===== config.mk =====
export PLATFORM = sky130hd
export DESIGN_NAME = hazard_ctrl_flat
export DESIGN_NICKNAME = d
export VERILOG_FILES = /design/src/rtl/rv_pipe_pkg.sv /design/src/rtl/hazard_ctrl_if.sv /design/src/rtl/sat_counter.sv /design/src/rtl/hazard_ctrl.sv /design/src/flat_wrapper.sv
export SDC_FILE = /design/constraint.sdc
export NUM_CORES = 1
export LEC_CHECK = 0
export CAP_MARGIN = 15
export CORE_ASPECT_RATIO = 1.1
export CORE_MARGIN = 5
export CORE_UTILIZATION = 25
export CTS_CLUSTER_SIZE = 14
export DETAILED_ROUTE_END_ITERATION = 10
export PLACE_DENSITY = 0.5
export SYNTH_ARGS = -nofsm -noshare
export SYNTH_HDL_FRONTEND = slang
export SYNTH_SLANG_ARGS = --single-unit

===== constraint.sdc =====
create_clock -name clk -period 2.25 [get_ports clk]
set_input_delay 0.5625 -clock clk [delete_from_list [all_inputs] [get_ports clk]]
set_output_delay 0.5625 -clock clk [all_outputs]
set_load 0.02 [all_outputs]

===== src/rtl/rv_pipe_pkg.sv =====
`default_nettype none
// ============================================================================
// Package    : rv_pipe_pkg
// Purpose    : Shared encodings for the 5-stage RISC-V pipeline. Used by the
//              hazard controller, the execute stage and the decoder.
//              - forwarding-mux select codes (FWD_*)
//              - writeback-select codes (WB_*)
//              - hazard FSM state type
//              - fwd_sel() helper that picks a forwarding source
// Revision   : 1.0 - initial release
// ============================================================================
package rv_pipe_pkg;

  // Execute-stage operand mux selects
  localparam logic [1:0] FWD_REG = 2'b00;  // register-file read value
  localparam logic [1:0] FWD_W   = 2'b01;  // resultW from writeback
  localparam logic [1:0] FWD_M   = 2'b10;  // ALUresM from memory stage

  // Writeback source selects
  localparam logic [1:0] WB_ALU  = 2'b00;
  localparam logic [1:0] WB_MEM  = 2'b01;
  localparam logic [1:0] WB_PC4  = 2'b10;

  typedef enum logic [0:0] {
    IDLE = 1'b0,
    BUSY = 1'b1
  } hz_state_t;

  // The memory stage holds the younger result, so it wins over writeback.
  // x0 is hard-wired to zero and is never forwarded.
  function automatic logic [1:0] fwd_sel(
    input logic [4:0] rs,
    input logic [4:0] rd_m,
    input logic       regwrite_m,
    input logic [4:0] rd_w,
    input logic       regwrite_w
  );
    logic [1:0] sel;
    sel = FWD_REG;
    if (regwrite_m && (rd_m != 5'd0) && (rd_m == rs)) begin
      sel = FWD_M;
    end else if (regwrite_w && (rd_w != 5'd0) && (rd_w == rs)) begin
      sel = FWD_W;
    end
    return sel;
  endfunction

endpackage
`default_nettype wire


===== src/rtl/hazard_ctrl_if.sv =====
`default_nettype none
// ============================================================================
// Interface  : hazard_ctrl_if
// Purpose    : Bundle between the pipeline datapath and the hazard controller.
//              master : datapath side (drives register ids / controls,
//                       receives forwarding selects, stalls, flushes, counters)
//              slave  : hazard_ctrl side
// Parameters : CNT_W - width of the performance counters
// Revision   : 1.0 - initial release
// ============================================================================
interface hazard_ctrl_if #(
  parameter int CNT_W = 32
);
  // Datapath -> controller
  logic [4:0]       rs1D;
  logic [4:0]       rs2D;
  logic [4:0]       rs1E;
  logic [4:0]       rs2E;
  logic [4:0]       rdE;
  logic [4:0]       rdM;
  logic [4:0]       rdW;
  logic             regwriteM;
  logic             regwriteW;
  logic [1:0]       wbselE;
  logic             pcselE;
  logic             mc_startE;

  // Controller -> datapath
  logic [1:0]       forwardAE;
  logic [1:0]       forwardBE;
  logic             stallF;
  logic             stallD;
  logic             stallE;
  logic             flushD;
  logic             flushE;
  logic             bubbleM;
  logic             mc_busy;
  logic             mc_done;
  logic [CNT_W-1:0] cnt_stall;
  logic [CNT_W-1:0] cnt_flush;

  modport master (
    output rs1D, rs2D, rs1E, rs2E, rdE, rdM, rdW,
    output regwriteM, regwriteW, wbselE, pcselE, mc_startE,
    input  forwardAE, forwardBE, stallF, stallD, stallE,
    input  flushD, flushE, bubbleM, mc_busy, mc_done,
    input  cnt_stall, cnt_flush
  );

  modport slave (
    input  rs1D, rs2D, rs1E, rs2E, rdE, rdM, rdW,
    input  regwriteM, regwriteW, wbselE, pcselE, mc_startE,
    output forwardAE, forwardBE, stallF, stallD, stallE,
    output flushD, flushE, bubbleM, mc_busy, mc_done,
    output cnt_stall, cnt_flush
  );

endinterface
`default_nettype wire


===== src/rtl/sat_counter.sv =====
`default_nettype none
// ============================================================================
// Module     : sat_counter
// Purpose    : Up-counter that increments by one on each cycle with inc=1 and
//              sticks at all-ones instead of wrapping.
// Ports      : clk   - clock, rising edge
//              rst   - asynchronous active-high reset, clears count
//              inc   - count this cycle
//              count - current value (W bits)
// Parameters : W - counter width
// Revision   : 1.0 - initial release
// ============================================================================
module sat_counter #(
  parameter int W = 32
) (
  input  wire logic         clk,
  input  wire logic         rst,
  input  wire logic         inc,
  output logic      [W-1:0] count
);

  logic [W-1:0] r_count;

  always_ff @(posedge clk or posedge rst) begin
    if (rst) begin
      r_count <= '0;
    end else if (inc && (r_count != {W{1'b1}})) begin
      r_count <= r_count + 1'b1;
    end
  end

  assign count = r_count;

endmodule
`default_nettype wire


===== src/rtl/hazard_ctrl.sv =====
`default_nettype none
// ============================================================================
// Module     : hazard_ctrl
// Purpose    : Hazard and sequencing controller for the 5-stage RISC-V core.
//              - selects forwarding sources for the two EX operands
//              - detects load-use hazards (stall F/D, bubble into E)
//              - flushes D/E on a taken branch/jump resolved in EX
//              - holds a multi-cycle op in EX for MC_LAT cycles
//              - saturating stall / flush performance counters
// Ports      : clk - pipeline clock, rising edge
//              rst - asynchronous active-high reset
//              hz  - hazard_ctrl_if.slave (register ids, controls, stall /
//                    flush / forward outputs, counters)
// Parameters : MC_LAT - EX occupancy of a multi-cycle op (2..16)
//              CNT_W  - performance counter width
// Revision   : 1.0 - initial release
// ============================================================================
module hazard_ctrl
  import rv_pipe_pkg::*;
#(
  parameter int MC_LAT = 4,
  parameter int CNT_W  = 32
) (
  input  wire logic     clk,
  input  wire logic     rst,
  hazard_ctrl_if.slave  hz
);

  // Reload value: the entry cycle (IDLE) and the final cycle (cnt==0) are
  // both part of the occupancy, so the counter spans MC_LAT-2 extra cycles.
  localparam logic [3:0] C_MC_RELOAD = 4'(MC_LAT - 2);

  hz_state_t  r_state;
  hz_state_t  w_next_state;
  logic [3:0] r_cnt;
  logic [3:0] w_next_cnt;

  logic       w_mcstall;
  logic       w_mc_busy;
  logic       w_mc_done;
  logic       w_lwstall;

  logic       w_stallF;
  logic       w_stallD;
  logic       w_stallE;
  logic       w_flushD;
  logic       w_flushE;
  logic       w_bubbleM;

  // --------------------------------------------------------------------------
  // Forwarding
  // --------------------------------------------------------------------------
  assign hz.forwardAE = fwd_sel(hz.rs1E, hz.rdM, hz.regwriteM, hz.rdW, hz.regwriteW);
  assign hz.forwardBE = fwd_sel(hz.rs2E, hz.rdM, hz.regwriteM, hz.rdW, hz.regwriteW);

  // --------------------------------------------------------------------------
  // Load-use detection: a load in EX whose destination is read in decode
  // --------------------------------------------------------------------------
  assign w_lwstall = (hz.wbselE == WB_MEM) && (hz.rdE != 5'd0) &&
                     ((hz.rdE == hz.rs1D) || (hz.rdE == hz.rs2D));

  // --------------------------------------------------------------------------
  // Multi-cycle FSM
  // --------------------------------------------------------------------------
  always_ff @(posedge clk or posedge rst) begin
    if (rst) begin
      r_state <= IDLE;
      r_cnt   <= 4'd0;
    end else begin
      r_state <= w_next_state;
      r_cnt   <= w_next_cnt;
    end
  end

  always_comb begin
    w_next_state = r_state;
    w_next_cnt   = r_cnt;
    w_mcstall    = 1'b0;
    w_mc_busy    = 1'b0;
    w_mc_done    = 1'b0;
    case (r_state)
      IDLE: begin
        if (hz.mc_startE) begin
          w_mcstall    = 1'b1;
          w_mc_busy    = 1'b1;
          w_next_state = BUSY;
          w_next_cnt   = C_MC_RELOAD;
        end
      end
      BUSY: begin
        w_mc_busy = 1'b1;
        if (r_cnt != 4'd0) begin
          w_mcstall  = 1'b1;
          w_next_cnt = r_cnt - 4'd1;
        end else begin
          // Final EX cycle; mc_startE still belongs to the same op here.
          w_mc_done    = 1'b1;
          w_next_state = IDLE;
        end
      end
      default: begin
        w_next_state = IDLE;
        w_next_cnt   = 4'd0;
      end
    endcase
  end

  // --------------------------------------------------------------------------
  // Stall / flush resolution
  // A held multi-cycle op dominates everything so it is never killed. Below
  // that, a branch redirect dominates the load-use stall: the instruction in
  // decode is flushed anyway, so stalling F/D would only block the new PC.
  // --------------------------------------------------------------------------
  always_comb begin
    w_stallF  = 1'b0;
    w_stallD  = 1'b0;
    w_stallE  = 1'b0;
    w_flushD  = 1'b0;
    w_flushE  = 1'b0;
    w_bubbleM = 1'b0;
    if (w_mcstall) begin
      w_stallF  = 1'b1;
      w_stallD  = 1'b1;
      w_stallE  = 1'b1;
      w_bubbleM = 1'b1;
    end else begin
      w_flushD = hz.pcselE;
      w_flushE = hz.pcselE | w_lwstall;
      w_stallF = w_lwstall & ~hz.pcselE;
      w_stallD = w_lwstall & ~hz.pcselE;
    end
  end

  assign hz.stallF  = w_stallF;
  assign hz.stallD  = w_stallD;
  assign hz.stallE  = w_stallE;
  assign hz.flushD  = w_flushD;
  assign hz.flushE  = w_flushE;
  assign hz.bubbleM = w_bubbleM;
  assign hz.mc_busy = w_mc_busy;
  assign hz.mc_done = w_mc_done;

  // --------------------------------------------------------------------------
  // Performance counters
  // --------------------------------------------------------------------------
  sat_counter #(.W(CNT_W)) u_cnt_stall (
    .clk   (clk),
    .rst   (rst),
    .inc   (w_stallD),
    .count (hz.cnt_stall)
  );

  sat_counter #(.W(CNT_W)) u_cnt_flush (
    .clk   (clk),
    .rst   (rst),
    .inc   (w_flushD),
    .count (hz.cnt_flush)
  );

endmodule
`default_nettype wire


===== src/flat_wrapper.sv =====
// flat-port wrapper written by rule: the top's interface ports become plain ports
module hazard_ctrl_flat import rv_pipe_pkg::*;
#(
  parameter int MC_LAT = 4,
  parameter int CNT_W  = 32
)
  (clk, rst, hz_rs1D, hz_rs2D, hz_rs1E, hz_rs2E, hz_rdE, hz_rdM, hz_rdW, hz_regwriteM, hz_regwriteW, hz_wbselE, hz_pcselE, hz_mc_startE, hz_forwardAE, hz_forwardBE, hz_stallF, hz_stallD, hz_stallE, hz_flushD, hz_flushE, hz_bubbleM, hz_mc_busy, hz_mc_done, hz_cnt_stall, hz_cnt_flush);
  hazard_ctrl_if #(.CNT_W(CNT_W)) hz_i ();
  input  wire logic clk;
  input  wire logic rst;
  input wire logic [$bits(hz_i.rs1D)-1:0] hz_rs1D;
  input wire logic [$bits(hz_i.rs2D)-1:0] hz_rs2D;
  input wire logic [$bits(hz_i.rs1E)-1:0] hz_rs1E;
  input wire logic [$bits(hz_i.rs2E)-1:0] hz_rs2E;
  input wire logic [$bits(hz_i.rdE)-1:0] hz_rdE;
  input wire logic [$bits(hz_i.rdM)-1:0] hz_rdM;
  input wire logic [$bits(hz_i.rdW)-1:0] hz_rdW;
  input wire logic [$bits(hz_i.regwriteM)-1:0] hz_regwriteM;
  input wire logic [$bits(hz_i.regwriteW)-1:0] hz_regwriteW;
  input wire logic [$bits(hz_i.wbselE)-1:0] hz_wbselE;
  input wire logic [$bits(hz_i.pcselE)-1:0] hz_pcselE;
  input wire logic [$bits(hz_i.mc_startE)-1:0] hz_mc_startE;
  output wire logic [$bits(hz_i.forwardAE)-1:0] hz_forwardAE;
  output wire logic [$bits(hz_i.forwardBE)-1:0] hz_forwardBE;
  output wire logic [$bits(hz_i.stallF)-1:0] hz_stallF;
  output wire logic [$bits(hz_i.stallD)-1:0] hz_stallD;
  output wire logic [$bits(hz_i.stallE)-1:0] hz_stallE;
  output wire logic [$bits(hz_i.flushD)-1:0] hz_flushD;
  output wire logic [$bits(hz_i.flushE)-1:0] hz_flushE;
  output wire logic [$bits(hz_i.bubbleM)-1:0] hz_bubbleM;
  output wire logic [$bits(hz_i.mc_busy)-1:0] hz_mc_busy;
  output wire logic [$bits(hz_i.mc_done)-1:0] hz_mc_done;
  output wire logic [$bits(hz_i.cnt_stall)-1:0] hz_cnt_stall;
  output wire logic [$bits(hz_i.cnt_flush)-1:0] hz_cnt_flush;
  assign hz_i.rs1D = hz_rs1D;
  assign hz_i.rs2D = hz_rs2D;
  assign hz_i.rs1E = hz_rs1E;
  assign hz_i.rs2E = hz_rs2E;
  assign hz_i.rdE = hz_rdE;
  assign hz_i.rdM = hz_rdM;
  assign hz_i.rdW = hz_rdW;
  assign hz_i.regwriteM = hz_regwriteM;
  assign hz_i.regwriteW = hz_regwriteW;
  assign hz_i.wbselE = hz_wbselE;
  assign hz_i.pcselE = hz_pcselE;
  assign hz_i.mc_startE = hz_mc_startE;
  assign hz_forwardAE = hz_i.forwardAE;
  assign hz_forwardBE = hz_i.forwardBE;
  assign hz_stallF = hz_i.stallF;
  assign hz_stallD = hz_i.stallD;
  assign hz_stallE = hz_i.stallE;
  assign hz_flushD = hz_i.flushD;
  assign hz_flushE = hz_i.flushE;
  assign hz_bubbleM = hz_i.bubbleM;
  assign hz_mc_busy = hz_i.mc_busy;
  assign hz_mc_done = hz_i.mc_done;
  assign hz_cnt_stall = hz_i.cnt_stall;
  assign hz_cnt_flush = hz_i.cnt_flush;
  hazard_ctrl #(.MC_LAT(MC_LAT), .CNT_W(CNT_W)) u_core (.clk(clk), .rst(rst), .hz(hz_i));
endmodule

==> qor.yml <==
status:
  status: "finished with violations"
  violations: "setup timing"
critical_path:
  critPathLaunch: "hz_rdM[3]"
  path_max_fanout: 2
  crit_chain: "buf_6, or4_4, o21ai_4, buf_6, nor4_4, nor4_4, buf_4"
  end_kind: "output pin"
  max_stage_delay_ps: 530
  critPathKind: "in -> out"
  rr_startpoint: "u_core.r_cnt[0]$_DFFE_PP0P_"
  cp-start-kind: "input pin"
  slowest_stage: "or4_4"
  critPathRequiredTime_ps: 1690
  arrival_ps: 1970
floorplan:
  core_area_um2: 15100
  die_area_um2: 18000
  die_h_um: 140
  rows: 47
  io_pins: 119
  initial_core_util: 0.255
  die_x_um: 128
final_layout:
  nNetsFinal: 623
  drive_gt1_frac: 0.294
  final_cell_mix: "clkdlybuf4s50_1 (70), buf_4 (69), dfrtp_1 (68), xor2_1 (63), nand2_1 (34)"
  layout_commonest_cell: "clkdlybuf4s50_1"
  area_growth_pct: 63.1
  post-route-util: 0.416
  nFillCells: 1518
  antenna_cells: 0
  final_cells: 778
clock_tree:
  cts_tree: "yes"
  cts_inserted_buffers: 9
  clock_latency_ps: 340
  htree_levels: 3
  clock-root-buffer: "clkbuf_16"
  clock_sinks: 69
  clkTransAtPathRegs_ps: 60
  clockBufferDepth: 2
timing:
  fin_hold_ws_ps: 491
  maxSlewHeadroom: 0.729
  clock_skew_ps: 10.2
  rsz0062_at_grt: "yes"
  fin_setup_tns_ps: -828
  fin_ws_ps: -278
  fin_crit_ps: 2530
  fmax_mhz: 396
  drv_slew: 0
  finalSetupViolCount: 7
  hold_viol: 0
  worst_pin_slew_ps: 407
  fin_crit_sh: 1.12
place:
  port_buffers: 118
  detailedPlace.worstSlack_ps: -1140
  place_inst: 749
  gp_congestion: 0.862
  place_hpwl_um: 8640
yosys:
  synth-xor-area-share: 0.205
  async_flop_share: 1.00
  synth_edf_count: 0
  synth_warnings: 0
  yosys.area_share.simple: 0.261
  avgSynthCellArea_um2: 9.98
  synthDistinctLibCells: 46
  syn-cell-area_um2: 3840
  synth_cells: 385
  synth_seq_cells: 69
  synth_compound_area_frac: 0.0283
  yosysSeqAreaShare: 0.449
  synthesis.nets: 431
  ys.flop_type: "dfrtp_1"
  synth_adder_area_share: 0.00977
  synth_top_family_by_area: "simple AND/OR/NAND/NOR gates"
  synth_mux_area_frac: 0.0127
global_routing:
  grt_usage: 0.130
  grt_pass1_vias: 3775
  grt_pass1_wl_um: 18900
  grt_max_degree: 70
  antenna_found_initial: 0
  gr-total-overflow: 0
route:
  ant_nets: 0
  totalWireLength_um: 11600
  drtPass1Iterations: 4
  initialDrtViolationCount: 85
  vias: 3507
  wire_per_inst_um: 14.9
  vias_per_cell: 4.51
  drc: 0
power:
  p_per_area_nw_per_um2: 832
  peakVddDrop_v: 0.000567
  leakagePower_uw: 0.00292
run:
  cap_violations: 0
hold_path:
  hold_path_startpoint: "u_core.u_cnt_stall.count[18]$_DFFE_PP0P_"
  hp-class: "reg -> reg"
[state kept, by name, summed over array words and instances (netlist names)]
signal and count:
u_core.u_cnt_flush.count 32, u_core.r_state 1, u_core.r_cnt 4, u_core.u_cnt_stall.count 32
[per-stage QoR]
step,cell area (um^2),total power (uW)
finish,6270,5210
global route,6270,5500
CTS,6160,5180
detailed placement,5730,3550
global placement,5730,3530
floorplan,3910,2600
[what timing repair did]
action	in CTS	in global routing
cloned	0	0
gates resized for setup	173	45
endpoints found under the setup margin	47	32
setup buffers	8	6
pin swaps	26	19
hold buffers	0	0
[cells in the mapped netlist (2+ instances only)]
cell	instances	area, um^2
buf_4	4	30.0
nand4bb_1	2	22.5
nand4_1	10	62.6
nor2_1	26	97.6
mux2_2	2	22.5
and3_1	12	75.1
nand3_1	29	145
ha_1	3	37.5
nor3_1	25	125
and4_1	8	70.1
and2_1	2	12.5
buf_8	2	30.0
buf_2	4	20.0
dfrtp_1	69	1730
nor2b_1	2	12.5
or3_1	2	12.5
xor2_1	65	569
nor4_1	9	56.3
nand2_1	34	128
o21ai_0	8	40.0
xnor2_1	25	219
inv_1	13	48.8
or4_1	6	45.0
[cells by family after synthesis]
group | after synthesis
fa+ha+maj | 3
flops | 69
mux | 4
compound gates | 17
simple gates | 179
xor+xnor | 90
buf+inv | 23
[final cells by class]
type / instances / area, um^2 / area share
well taps: 196 / 245 / 0.0391
clock inverters: 7 / 98.8 / 0.0158
inverters: 13 / 55.1 / 0.00878
clock buffers: 9 / 225 / 0.0359
multi-input cells: 293 / 2200 / 0.351
flip-flops and latches: 69 / 1730 / 0.276
repair buffers: 191 / 1710 / 0.273
[routing by layer]
metal,vias up,global-route usage,share of wire
met4,0,0.0363,0.017
met1,1680,0.155,0.42
met5,-,0,0
met3,17,0.0381,0.057
li1,1722,-,-
met2,88,0.225,0.51
[path summary, 6_finish.rpt]
kind / cells past startpoint / slack, ps / end
min in group asynchronous: 3 / 650 / u_core.u_cnt_flush.count[21]$_DFFE_PP0P_
worst min-delay path: 1 / 490 / u_core.u_cnt_stall.count[18]$_DFFE_PP0P_
worst max register to register: 10 / 140 / u_core.u_cnt_stall.count[1]$_DFFE_PP0P_
worst min register to register: 1 / 490 / u_core.u_cnt_stall.count[18]$_DFFE_PP0P_
worst max-delay path: 7 / -280 / hz_forwardAE[0]
max in group asynchronous: 3 / 1230 / u_core.u_cnt_stall.count[0]$_DFFE_PP0P_
[power breakdown]
part	internal (uW)	switching, uW	total, uW
clock	976	582	1560
combinational	1070	1050	2130
sequential	1400	128	1530
total	3450	1760	5210
[critical path: cells and delay by family]
kind / cells / cell delay [ps]
compound gates: 1 / 160
simple gates: 3 / 850
buf+inv: 3 / 390
Power figures use the tool's default switching activity.
